[config.mk]
export PLATFORM = sky130hd
export DESIGN_NAME = rr_mux_arbiter
export DESIGN_NICKNAME = d
export VERILOG_FILES = /design/src/rtl/rr_mux_arbiter.sv
export SDC_FILE = /design/constraint.sdc
export NUM_CORES = 1
export LEC_CHECK = 0
export ABC_AREA = 1
export BUFFER_PORTS_ARGS = -buffer_cell sky130_fd_sc_hd__clkbuf_2
export CORE_ASPECT_RATIO = 1.2
export CORE_MARGIN = 2
export CORE_UTILIZATION = 41
export CTS_CLUSTER_DIAMETER = 40
export CTS_CLUSTER_SIZE = 25
export DETAILED_ROUTE_END_ITERATION = 12
export MAX_ROUTING_LAYER = met4
export PLACE_DENSITY = 0.82
export SLEW_MARGIN = 10
export SYNTH_ARGS = -nofsm -noshare
export SYNTH_HDL_FRONTEND = slang
export SYNTH_SLANG_ARGS = --single-unit
[constraint.sdc]
create_clock -name clk -period 1.47 [get_ports clk]
set_input_delay 0.0735 -clock clk [delete_from_list [all_inputs] [get_ports clk]]
set_output_delay 0.0735 -clock clk [all_outputs]
set_load 0.02 [all_outputs]
[src/rtl/rr_mux_arbiter.sv]
// Round-robin arbiter owning the select line of an N:1 W-bit mux; registered one-hot grant/sel/busy.
// Define RR_MUX_ARBITER_HOLD_LIMIT_EN to preempt an owner after MAX_HOLD cycles when others are waiting.
module rr_mux_arbiter #(
  parameter int N        = 4,
  parameter int W        = 8,
  parameter int MAX_HOLD = 8
) (
  input  logic           clk,
  input  logic           rst_n,
  input  logic [N-1:0]   req_i,
  input  logic [N*W-1:0] data_in_i,
  output logic [N-1:0]   grant_o,
  output logic [$clog2(N)-1:0] sel_o,
  output logic           busy_o,
  output logic [W-1:0]   data_out_o
);

  localparam int SW = $clog2(N);

  if (N < 2 || N > 16 || MAX_HOLD < 1) begin : g_param_check
    $error("rr_mux_arbiter: parameter out of range");
  end

  typedef enum logic {IDLE, OWNED} state_e;

  state_e        state_q, state_d;
  logic [N-1:0]  grant_q, grant_d;
  logic [SW-1:0] sel_q, sel_d;
  logic          busy_q, busy_d;
  logic [SW-1:0] ptr_q, ptr_d;

`ifdef RR_MUX_ARBITER_HOLD_LIMIT_EN
  localparam int HW = $clog2(MAX_HOLD + 1);
  logic [HW-1:0] hold_cnt_q, hold_cnt_d;
`endif

  logic          start;
  logic [SW-1:0] origin;
  logic [SW-1:0] winner;

  function automatic logic [SW-1:0] wrap_inc(input logic [SW-1:0] i);
    return (i == SW'(N - 1)) ? '0 : i + 1'b1;
  endfunction

  // First set request at or after origin, wrapping N-1 -> 0.
  function automatic logic [SW-1:0] find_winner(input logic [N-1:0] r, input logic [SW-1:0] org);
    logic [SW-1:0] win;
    logic          found;
    int            idx;
    win   = '0;
    found = 1'b0;
    for (int k = 0; k < N; k++) begin
      idx = int'(org) + k;
      if (idx >= N) idx = idx - N;
      if (!found && r[idx]) begin
        found = 1'b1;
        win   = SW'(idx);
      end
    end
    return win;
  endfunction

  // NOTE: always_comb assigns every output a default first so no path can infer a latch.
  always_comb begin
    state_d = state_q;
    grant_d = grant_q;
    sel_d   = sel_q;
    busy_d  = busy_q;
    ptr_d   = ptr_q;
`ifdef RR_MUX_ARBITER_HOLD_LIMIT_EN
    hold_cnt_d = hold_cnt_q;
`endif
    start  = 1'b0;
    origin = ptr_q;
    winner = '0;

    case (state_q)
      IDLE: begin
        if (|req_i) start = 1'b1;
      end
      OWNED: begin
        if (!req_i[sel_q]) begin
          if (|req_i) begin
            start = 1'b1;
          end else begin
            state_d = IDLE;
            grant_d = '0;
            sel_d   = '0;
            busy_d  = 1'b0;
          end
        end else begin
`ifdef RR_MUX_ARBITER_HOLD_LIMIT_EN
          if (hold_cnt_q == HW'(MAX_HOLD - 1)) begin
            // Owner's own request stays in the search; origin sel+1 puts it last.
            if (|(req_i & ~grant_q)) begin
              start  = 1'b1;
              origin = wrap_inc(sel_q);
            end
          end else begin
            hold_cnt_d = hold_cnt_q + 1'b1;
          end
`endif
        end
      end
      default: begin
        state_d = IDLE;
        grant_d = '0;
        sel_d   = '0;
        busy_d  = 1'b0;
      end
    endcase

    if (start) begin
      winner  = find_winner(req_i, origin);
      state_d = OWNED;
      grant_d = N'(1) << winner;
      sel_d   = winner;
      busy_d  = 1'b1;
      ptr_d   = wrap_inc(winner);
`ifdef RR_MUX_ARBITER_HOLD_LIMIT_EN
      hold_cnt_d = '0;
`endif
    end
  end

  // NOTE: state registers use non-blocking assignments so every flop samples pre-edge values.
  always_ff @(posedge clk or negedge rst_n) begin
    if (!rst_n) begin
      state_q <= IDLE;
      grant_q <= '0;
      sel_q   <= '0;
      busy_q  <= 1'b0;
      ptr_q   <= '0;
`ifdef RR_MUX_ARBITER_HOLD_LIMIT_EN
      hold_cnt_q <= '0;
`endif
    end else begin
      state_q <= state_d;
      grant_q <= grant_d;
      sel_q   <= sel_d;
      busy_q  <= busy_d;
      ptr_q   <= ptr_d;
`ifdef RR_MUX_ARBITER_HOLD_LIMIT_EN
      hold_cnt_q <= hold_cnt_d;
`endif
    end
  end

  assign grant_o    = grant_q;
  assign sel_o      = sel_q;
  assign busy_o     = busy_q;
  assign data_out_o = busy_q ? data_in_i[sel_q*W +: W] : {W{1'b0}};

endmodule

==> results of run 1 <==
## power by group through the flow
stage               registers [mW]  clock network (mW)  logic (mW)
floorplan                    0.583                   0        1.88
global placement             0.512                   0        2.59
detailed placement           0.518                   0        2.63
CTS                          0.527               0.202        2.80
global route                 0.581               0.214        3.55
finish                       0.562               0.196        3.21
## area by class of cell
cell class | instances | area (um2)
clock buffers | 4 | 26.3
fillers | 200 | 729
inverters | 17 | 70.1
multi-input cells | 138 | 785
flip-flops and latches | 10 | 255
well taps | 31 | 38.8
repair buffers | 67 | 410
repair inverters | 2 | 15.0
## final timing paths
check,end,from,cells past startpoint,slack [ps]
hold reg to reg,grant_o[2],grant_o[2],2,500
setup reg to reg,origin[1],origin[0],10,-120
hold / removal,origin[0],rst_n,2,200
max in group asynchronous,origin[1],rst_n,2,1050
setup / recovery,origin[1],origin[0],10,-120
min in group clk,state_q,req_i[0],3,230
## registers in the layout, summed over array words and instances, names as in the netlist
name and cells:
origin 2, sel_o 2, state_q 1, grant_o 4, busy_o 1
## layout by cell type (no fill, tap or decap), drive strengths merged
cell,instances
dfrtp,10
clkbuf,48
o22ai,1
dlygate4sd3,1
inv,15
clkinv,1
buf,22
nor2,36
a21oi,10
o21ai,23
nand4,3
nand2,56
o21a,1
nand3b,1
clkinvlp,3
nand3,6
a31oi,1
## routing by layer
layer | up-vias | share of wire | track usage
met5 | - | 0 | -
met4 | 0 | 0.033 | 0.123
met3 | 10 | 0.028 | 0.0279
met2 | 36 | 0.55 | 0.423
met1 | 598 | 0.39 | 0.239
li1 | 679 | - | -
## cells by family (layout without fill, tap and decap cells)
| family | after synthesis | in the layout | share of synthesized area |
|---|---|---|---|
| AO/OA/AOI/OAI | 36 | 36 | 0.195 |
| buffers and inverters | 22 | 90 | 0.0937 |
| flip-flops | 10 | 10 | 0.243 |
| AND/OR/NAND/NOR | 102 | 102 | 0.468 |
## what timing repair did
item                                   CTS  global route
endpoints found under the hold margin   10             0
hold buffers                             1             0
pin swaps                               10            13
resized for setup                       14            51
buffers inserted                         3             1
setup endpoints to repair               16            16
gates cloned                             0             2
## stage by stage
stage	worst slack (ps)	total power, mW	cell area [um2]	std cells	setup TNS, ps
after floorplan	-7.26	2.47	1040	170	-7.26
after global placement	-12.3	3.11	1380	258	-15.3
after detailed placement	-72.1	3.15	1380	258	-326
after CTS	-72.8	3.53	1470	266	-629
after global routing	-201	4.34	1600	269	-2550
final	-117	3.97	1600	269	-1070
## worst register-to-register path: stages (launching register included)
cell     delay [ps]
dfrtp_2         450
inv_2           120
nand2_1         100
nand2_4         100
nand2_4          70
a31oi_2         170
nand2_2          90
nor2_4          220
nor2_4           50
nand2_2          70
nand3_2          50
==> summary.txt, run 1 <==
Status -> complete, but fails checks
Violated checks -> negative setup slack
Sequential fraction of the synthesis area -> 0.243
Final worst slack -> -117 ps
Flops & latches, synth -> 10
DR vias -> 1323
Switching power -> 2.18 mW
Final #Nets -> 277
DP Wirelength -> 2170 um
Max incr delay on CP -> 450 ps
EDFF count, synth -> 0
Max clock buf depth -> 2
Setup crit start kind -> flip-flop
Port bufs -> 52
Die Ht -> 58.9 um
Tightest Hold Check Type -> primary input to async pin
CTS Buf Count -> 3
Row Count -> 19
Clk root buf -> clkbuf_4
Most frequent cells after synthesis -> 46 x nand2_1, 32 x nor2_1, 20 x o21ai_0
RSZ-0062 raised after global routing -> yes
WL final -> 3280 um
Lkg Pwr -> 0.858 nW
Tcrit/Tclk final -> 1.08
Distinct cells, synth -> 25
Max-slew violations -> 0
Ranking of synthesized cells by area -> dfrtp_1 24%, nand2_1 17%, nor2_1 12%
Starting Density -> 0.441
Comb power frac -> 0.809
Sequential share of power -> 0.142
Arrival time worst endpoint -> 1740 ps
Synth warnings -> 0
H-tree Lvls -> 1
Share of cells above drive strength 1 -> 0.492
Pint -> 1.79 mW
Worst Setup End Kind -> flip-flop
Worst-Margin Slew -> 246 ps
Final Core Density -> 0.687
Fmax achieved -> 0.630 GHz
Ys async rst share -> 1.00
Syn-to-layout area delta -> 55.6%
Area leader, netlist -> dfrtp_1
Most used DFF post-synth -> dfrtp_1
Die footprint -> 2930 um2
Peak supply drop -> 0.00137 V
Hold slack -> 199 ps
Clock power frac -> 0.049
GRT Util Overall -> 0.230
Core area -> 2330 um2
Synth top area share -> 0.243
Initial DRC count -> 28
CP bufs+invs -> 1
First-pass detailed-route iteration total -> 4
Clk sink count -> 10
Synth Area per Inst -> 6.05 um2
Initial antenna violation count -> 0
Vias per cell -> 4.92
# IOs -> 53
Worst Path Required -> 1620 ps
Largest net degree at the start of global routing -> 18
Critical path's top delay family -> simple AND/OR/NAND/NOR gates
Critical-path maximum fanout -> 5
Hold Fails Final Rpt -> 0
Remaining antenna violation count -> 0
Worst setup path class -> flip-flop to flip-flop
CTS tree -> yes
Clock slew at reported path FFs -> 60 ps
Worst skew pair latency -> 270 ps
DR DRC count -> 0
Grt total ovfl -> 0
First-pass GRT wire length -> 5120 um
Die X -> 49.7 um
# diodes -> 0
Most common cell in the netlist -> nand2_1
Fin crit period -> 1590 ps
Crit path cell chain -> inv_2 > nand2_1 > nand2_4 > nand2_4 > a31oi_2 > nand2_2 > nor2_4 > nor2_4 > nand2_2 > nand3_2
Endpoints failing setup -> 16
Routed WL per cell -> 12.2 um
Slowest-stage cell, CP -> dfrtp_2
Power Density -> 2480 nW/um2
Final GP Congestion -> 0.845
Max-slew headroom -> 0.835
Max Clock Skew -> 5.64 ps
Number of global-route vias before repair -> 1276
Netlist Area Pre-Place -> 1030 um2
Max_cap viols -> 0
Synth Instances -> 170
Net count after synthesis -> 208
Switching Share -> 0.548
Note: power is estimated with default switching activity, not from simulation.
==> run 2, diff against run 1 <==
--- a/config.mk
+++ b/config.mk
@@ -7,7 +7,8 @@
 export LEC_CHECK = 0
 export ABC_AREA = 1
 export BUFFER_PORTS_ARGS = -buffer_cell sky130_fd_sc_hd__clkbuf_2
-export CORE_ASPECT_RATIO = 1.2
+export CAP_MARGIN = 40
+export CORE_ASPECT_RATIO = 1.75
 export CORE_MARGIN = 2
 export CORE_UTILIZATION = 41
 export CTS_CLUSTER_DIAMETER = 40
==> run 2 against run 1 <==
First-iteration DRC count is 18% higher. Core utilization increased by 4.1 points. Largest cell class unchanged. Highest routed layer unchanged. The flow still finishes with violations (negative setup slack). Clock skew rose by 3.9 ps.
==> summary.txt, run 2 (synthesis results as in run 1) <==
Row Count -> 24 (was 19)
DR DRC count -> 0 (unchanged)
Worst setup path class -> flip-flop to flip-flop (unchanged)
Worst skew pair latency -> 240 ps (was 270 ps)
Die X -> 41.9 um (was 49.7 um)
Status -> complete, but fails checks (unchanged)
Port bufs -> 52 (unchanged)
GRT Util Overall -> 0.232 (was 0.230)
Comb power frac -> 0.818 (was 0.809)
Switching Share -> 0.533 (was 0.548)
Switching power -> 2.40 mW (was 2.18 mW)
H-tree Lvls -> 1 (unchanged)
Critical-path maximum fanout -> 6 (was 5)
Power Density -> 2540 nW/um2 (was 2480 nW/um2)
Uppermost routed layer -> met4 (unchanged)
Grt total ovfl -> 0 (unchanged)
Tightest Hold Check Type -> primary input to async pin (unchanged)
Clk root buf -> clkbuf_8 (was clkbuf_4)
Violated checks -> negative setup slack (unchanged)
Detail Route met3 WL -> 136 um (was 92 um)
Endpoints failing setup -> 12 (was 16)
RSZ-0062 raised after global routing -> yes (unchanged)
First-pass detailed-route iteration total -> 4 (unchanged)
Syn-to-layout area delta -> 72.1% (was 55.6%)
# IOs -> 53 (unchanged)
Die footprint -> 2940 um2 (was 2930 um2)
Lkg Pwr -> 0.927 nW (was 0.858 nW)
Fmax achieved -> 0.632 GHz (was 0.630 GHz)
DR vias -> 1404 (was 1323)
Final worst slack -> -112 ps (was -117 ps)
Arrival time worst endpoint -> 1710 ps (was 1740 ps)
CTS tree -> yes (unchanged)
Largest net degree at the start of global routing -> 11 (was 18)
Met2 wire len -> 2140 um (was 1810 um)
Routed WL per cell -> 13.2 um (was 12.2 um)
WL final -> 3550 um (was 3280 um)
Worst Path Required -> 1600 ps (was 1620 ps)
Clock power frac -> 0.067 (was 0.049)
Starting Density -> 0.423 (was 0.441)
CTS Buf Count -> 3 (unchanged)
# diodes -> 0 (unchanged)
Max-slew headroom -> 0.799 (was 0.835)
R2r endpoint -> origin[0] (was origin[1])
Clk sink count -> 10 (unchanged)
DP Wirelength -> 2200 um (was 2170 um)
Initial DRC count -> 33 (was 28)
Vias per cell -> 5.22 (was 4.92)
Number of flip-flops in the largest register -> 4 (unchanged)
Worst-Margin Slew -> 300 ps (was 246 ps)
Clock slew at reported path FFs -> 50 ps (was 60 ps)
Final GP Congestion -> 0.922 (was 0.845)
Critical R2R Launch -> origin[1] (was origin[0])
Max_cap viols -> 0 (unchanged)
Initial antenna violation count -> 0 (unchanged)
Max-slew violations -> 0 (unchanged)
Commonest non-fill, non-tap cell in the layout -> clkbuf_2 (unchanged)
Peak supply drop -> 0.00165 V (was 0.00137 V)
Worst r2r path cells -> 8 (was 10)
Hold Fails Final Rpt -> 0 (unchanged)
Worst Setup End Kind -> flip-flop (unchanged)
Share of cells above drive strength 1 -> 0.572 (was 0.492)
Reg2Reg Setup Slack -> -110 ps (was -120 ps)
Remaining antenna violation count -> 0 (unchanged)
Die Ht -> 70.3 um (was 58.9 um)
Pint -> 2.10 mW (was 1.79 mW)
Sequential share of power -> 0.116 (was 0.142)
First-pass GRT wire length -> 5380 um (was 5120 um)
Final #Nets -> 282 (was 277)
Max Clock Skew -> 9.53 ps (was 5.64 ps)
Commonest non-fill, non-tap cells in the layout -> 44 x clkbuf_2, 30 x nand2_1, 19 x nor2_1, 19 x buf_4, 16 x o21ai_1 (was 44 x clkbuf_2, 36 x nand2_1, 31 x nor2_1)
Setup crit start kind -> flip-flop (unchanged)
Core area -> 2430 um2 (was 2330 um2)
Tcrit/Tclk final -> 1.08 (about the same)
Pwr Total -> 4.50 mW (was 3.97 mW)
Max clock buf depth -> 2 (unchanged)
Pre-CTS setup slack -> -66.4 ps (was -72.1 ps)
Number of global-route vias before repair -> 1340 (was 1276)
Fin crit period -> 1580 ps (was 1590 ps)
Met1 WL -> 1190 um (was 1270 um)
Final Core Density -> 0.728 (was 0.687)
[run 2: cell types whose count changed in the layout (fill, tap and decap cells not counted), sizes merged]
cell	previous run	this run
clkinvlp	3	2
buf	22	28
[run 2: cell type report]
| cell class | instances | area [um2] |
|---|---|---|
| Sequential cell | 10 | 254 |
| Clock buffer | 4 | 45.0 |
| Timing Repair Buffer | 73 | 485 |
| Multi-Input combinational cell | 138 | 871 |
| Tap cell | 26 | 32.5 |
| Fill cell | 192 | 662 |
| Inverter | 17 | 75.1 |
| Timing Repair inverter | 1 | 7.51 |
[run 2: critical path, cell delays in order, from the launching register on]
cell and delay (ps):
dfrtp_2 460, buf_4 170, nand2_4 70, nand2_4 60, o21ai_0 240, nand4_1 150
nand3_2 130, nand2_2 80, o21a_1 100
[run 2: power by group through the flow]
stage | Clock [mW] | Sequential, mW | Combinational [mW]
final | 0.299 | 0.520 | 3.68
after global routing | 0.320 | 0.530 | 4.00
after CTS | 0.296 | 0.506 | 3.03
after detailed placement | 0 | 0.544 | 2.57
after global placement | 0 | 0.542 | 2.54
after floorplan | 0 | 0.583 | 1.88
[run 2: worst max-delay path by stage]
| stage | start | endpoint | slack (ps) | cells after the start |
|---|---|---|---|---|
| after CTS | origin[0] | grant_o[0] | -60 | 11 |
| after global placement | origin[0] | sel_o[0] | -50 | 11 |
| after global routing | origin[0] | grant_o[0] | -210 | 10 |
| after floorplan | sel_o[0] | sel_o[0] | -7 | 7 |
| after detailed placement | origin[0] | sel_o[0] | -70 | 12 |
| final | origin[1] | origin[0] | -110 | 8 |
[run 2: stage by stage]
step                area, um2  TNS [ps]  hold slack (ps)  std cells
floorplan                1040     -7.26             -222        170
global placement         1360      -222            -57.6        251
detailed placement       1360      -275            -48.8        251
CTS                      1550      -307              232        265
global route             1770     -2120              282        269
finish                   1770      -741              240        269
[run 2: timing repair]
item,4_1_cts,5_1_grt
gates cloned,1,0
pin swaps,8,36
buffers inserted,8,4
setup endpoints to repair,15,16
hold buffers,1,0
endpoints found under the hold margin,10,0
gates resized for setup,26,73
[run 2: routing by layer]
metal	vias up	global-route usage
met5	-	-
met2	48	0.451
met4	0	0.0789
li1	691	-
met3	8	0.0310
met1	657	0.221
==> run 3, diff against run 2 <==
==> constraint.sdc (replaced) <==
create_clock -name clk -period 1.47 [get_ports clk]
set_input_delay 0.147 -clock clk [delete_from_list [all_inputs] [get_ports clk]]
set_output_delay 0.147 -clock clk [all_outputs]
set_load 0.02 [all_outputs]
==> run 3 against run 2 <==
Final area down 1.6%. Fmax grew 0.30%. Clock power is 17% higher. Worst hold slack gained 69 ps. First-iteration DRC count rose by 61%. Power up 0.45%. The flow still finishes with violations (negative setup slack). Critical endpoint is now grant_o[3]. Count of clock-buffer cells in the layout unchanged.
==> summary.txt, run 3 (synthesis results as in run 1) <==
Pwr Total -> 4.52 mW (was 4.50 mW)
First-pass GRT wire length -> 5400 um (was 5380 um)
Die footprint -> 2940 um2 (unchanged)
Share of cells above drive strength 1 -> 0.548 (was 0.572)
Core area -> 2430 um2 (unchanged)
Status -> complete, but fails checks (unchanged)
Max clock buf depth -> 2 (unchanged)
Switching Share -> 0.516 (was 0.533)
Number of flip-flops in the largest register -> 4 (unchanged)
Port bufs -> 52 (unchanged)
Initial DRC count -> 53 (was 33)
Max-slew headroom -> 0.738 (was 0.799)
Syn-to-layout area delta -> 69.5% (was 72.1%)
Tcrit/Tclk final -> 1.07 (was 1.08)
Clk sink count -> 10 (unchanged)
Peak supply drop -> 0.00138 V (was 0.00165 V)
Crit path to -> grant_o[3] (was origin[0])
# diodes -> 0 (unchanged)
Commonest non-fill, non-tap cell in the layout -> clkbuf_2 (unchanged)
Hold Fails Final Rpt -> 0 (unchanged)
Crit. Startpoint -> sel_o[0] (was origin[1])
Final #Nets -> 280 (was 282)
Routed WL per cell -> 13.3 um (was 13.2 um)
WL final -> 3560 um (was 3550 um)
Clock power frac -> 0.078 (was 0.067)
Worst r2r path cells -> 9 (was 8)
Worst skew pair latency -> 240 ps (about the same)
DR DRC count -> 0 (unchanged)
Violated checks -> negative setup slack (unchanged)
DP Wirelength -> 2360 um (was 2200 um)
Endpoints failing setup -> 16 (was 12)
Arrival time worst endpoint -> 1700 ps (was 1710 ps)
Final std cells w/o fill -> 267 (was 269)
Critical R2R Launch -> sel_o[0] (was origin[1])
Fill cells -> 199 (was 192)
Commonest non-fill, non-tap cells in the layout -> 44 x clkbuf_2, 36 x nand2_1, 26 x nor2_1 (was 44 x clkbuf_2, 30 x nand2_1, 19 x nor2_1, 19 x buf_4, 16 x o21ai_1)
Reg2Reg Setup Slack -> -110 ps (about the same)
Sequential share of power -> 0.122 (was 0.116)
Worst Path Required -> 1590 ps (was 1600 ps)
Grt total ovfl -> 0 (unchanged)
Number of global-route vias before repair -> 1353 (was 1340)
Final Core Density -> 0.717 (was 0.728)
Max-slew violations -> 0 (unchanged)
R2r endpoint -> grant_o[3] (was origin[0])
Remaining antenna violation count -> 0 (unchanged)
Fin crit period -> 1580 ps (about the same)
CTS tree -> yes (unchanged)
Power Density -> 2590 nW/um2 (was 2540 nW/um2)
FF/Latch Area -> 255 um2 (was 254 um2)
GRT Util Overall -> 0.236 (was 0.232)
# IOs -> 53 (unchanged)
RSZ-0062 raised after global routing -> yes (unchanged)
Tightest Hold Check Type -> primary input to async pin (unchanged)
Pint -> 2.19 mW (was 2.10 mW)
Initial antenna violation count -> 0 (unchanged)
Lkg Pwr -> 0.921 nW (was 0.927 nW)
Clock slew at reported path FFs -> 50 ps (about the same)
Vias per cell -> 5.34 (was 5.22)
First-pass detailed-route iteration total -> 4 (unchanged)
Row Count -> 24 (unchanged)
Switching power -> 2.33 mW (was 2.40 mW)
Starting Density -> 0.423 (unchanged)
Fmax achieved -> 0.634 GHz (was 0.632 GHz)
Final GP Congestion -> 0.889 (was 0.922)
Die X -> 41.9 um (unchanged)
Final worst slack -> -107 ps (was -112 ps)
Worst-Margin Slew -> 391 ps (was 300 ps)
Placed Cells -> 254 (was 251)
Critical-path maximum fanout -> 7 (was 6)
Multi-input logic area -> 818 um2 (was 871 um2)
Die Ht -> 70.3 um (unchanged)
Comb power frac -> 0.800 (was 0.818)
Max_cap viols -> 0 (unchanged)
Clk root buf -> clkbuf_8 (unchanged)
Largest net degree at the start of global routing -> 11 (unchanged)
H-tree Lvls -> 1 (unchanged)
Worst setup path class -> flip-flop to flip-flop (unchanged)
Worst Setup End Kind -> flip-flop (unchanged)
CTS Buf Count -> 3 (unchanged)
Setup crit start kind -> flip-flop (unchanged)
Max Clock Skew -> 5.53 ps (was 9.53 ps)
DR vias -> 1427 (was 1404)
==> run 3: final cells by class <==
type,count,share of cell area
multi-input combinational,138,0.469
timing repair buffer,72,0.294
sequential,10,0.146
inverter,17,0.0395
clock buffer,4,0.0316
tap,26,0.0187
==> run 3: metrics by stage <==
step	worst slack, ps	instance area [um2]	setup TNS (ps)	hold slack, ps
2_1_floorplan	1.01	1070	0	-149
3_3_place_gp	-168	1410	-1200	17.8
3_5_place_dp	-189	1410	-1310	27.0
4_1_cts	-46.6	1640	-471	315
5_1_grt	-233	1740	-2740	345
6_report	-107	1740	-1230	309
==> run 3: power by group through the flow <==
stage | Combinational [mW] | Sequential (mW) | Clock (mW)
finish | 3.62 | 0.552 | 0.351
global route | 3.91 | 0.561 | 0.370
CTS | 3.25 | 0.537 | 0.352
detailed placement | 2.71 | 0.555 | 0
global placement | 2.68 | 0.555 | 0
floorplan | 1.97 | 0.583 | 0
==> run 3: metal layers <==
layer / routed length, um / up-vias / global-route usage
li1: - / 688 / -
met1: 1200 / 658 / 0.223
met2: 2090 / 68 / 0.470
met3: 163 / 13 / 0.0129
met4: 117 / 0 / 0.0860
met5: 0 / - / -
==> run 3: worst min-delay path by stage <==
stage | depth (start not counted) | from | end
after global routing | 2 | rst_n | grant_o[0]
after floorplan | 0 | rst_n | busy_o
after detailed placement | 1 | rst_n | grant_o[1]
after CTS | 2 | rst_n | grant_o[0]
final | 2 | rst_n | grant_o[0]
after global placement | 1 | rst_n | grant_o[1]
==> run 3: critical path: stages (launching register included) <==
cell and delay, ps:
dfrtp_2 470, buf_4 160, a21oi_1 130, o21ai_1 110
nand2_1 140, nand2_1 70, nand2_1 130, inv_1 100
nand2_1 90, o21ai_2 60
==> run 3: what timing repair did <==
item	4_1_cts	5_1_grt
pin swaps	11	18
buffers inserted	6	2
gates resized for setup	39	36
hold buffers	1	0
endpoints found under the hold margin	10	0
gates cloned	0	0
setup endpoints to repair	16	16
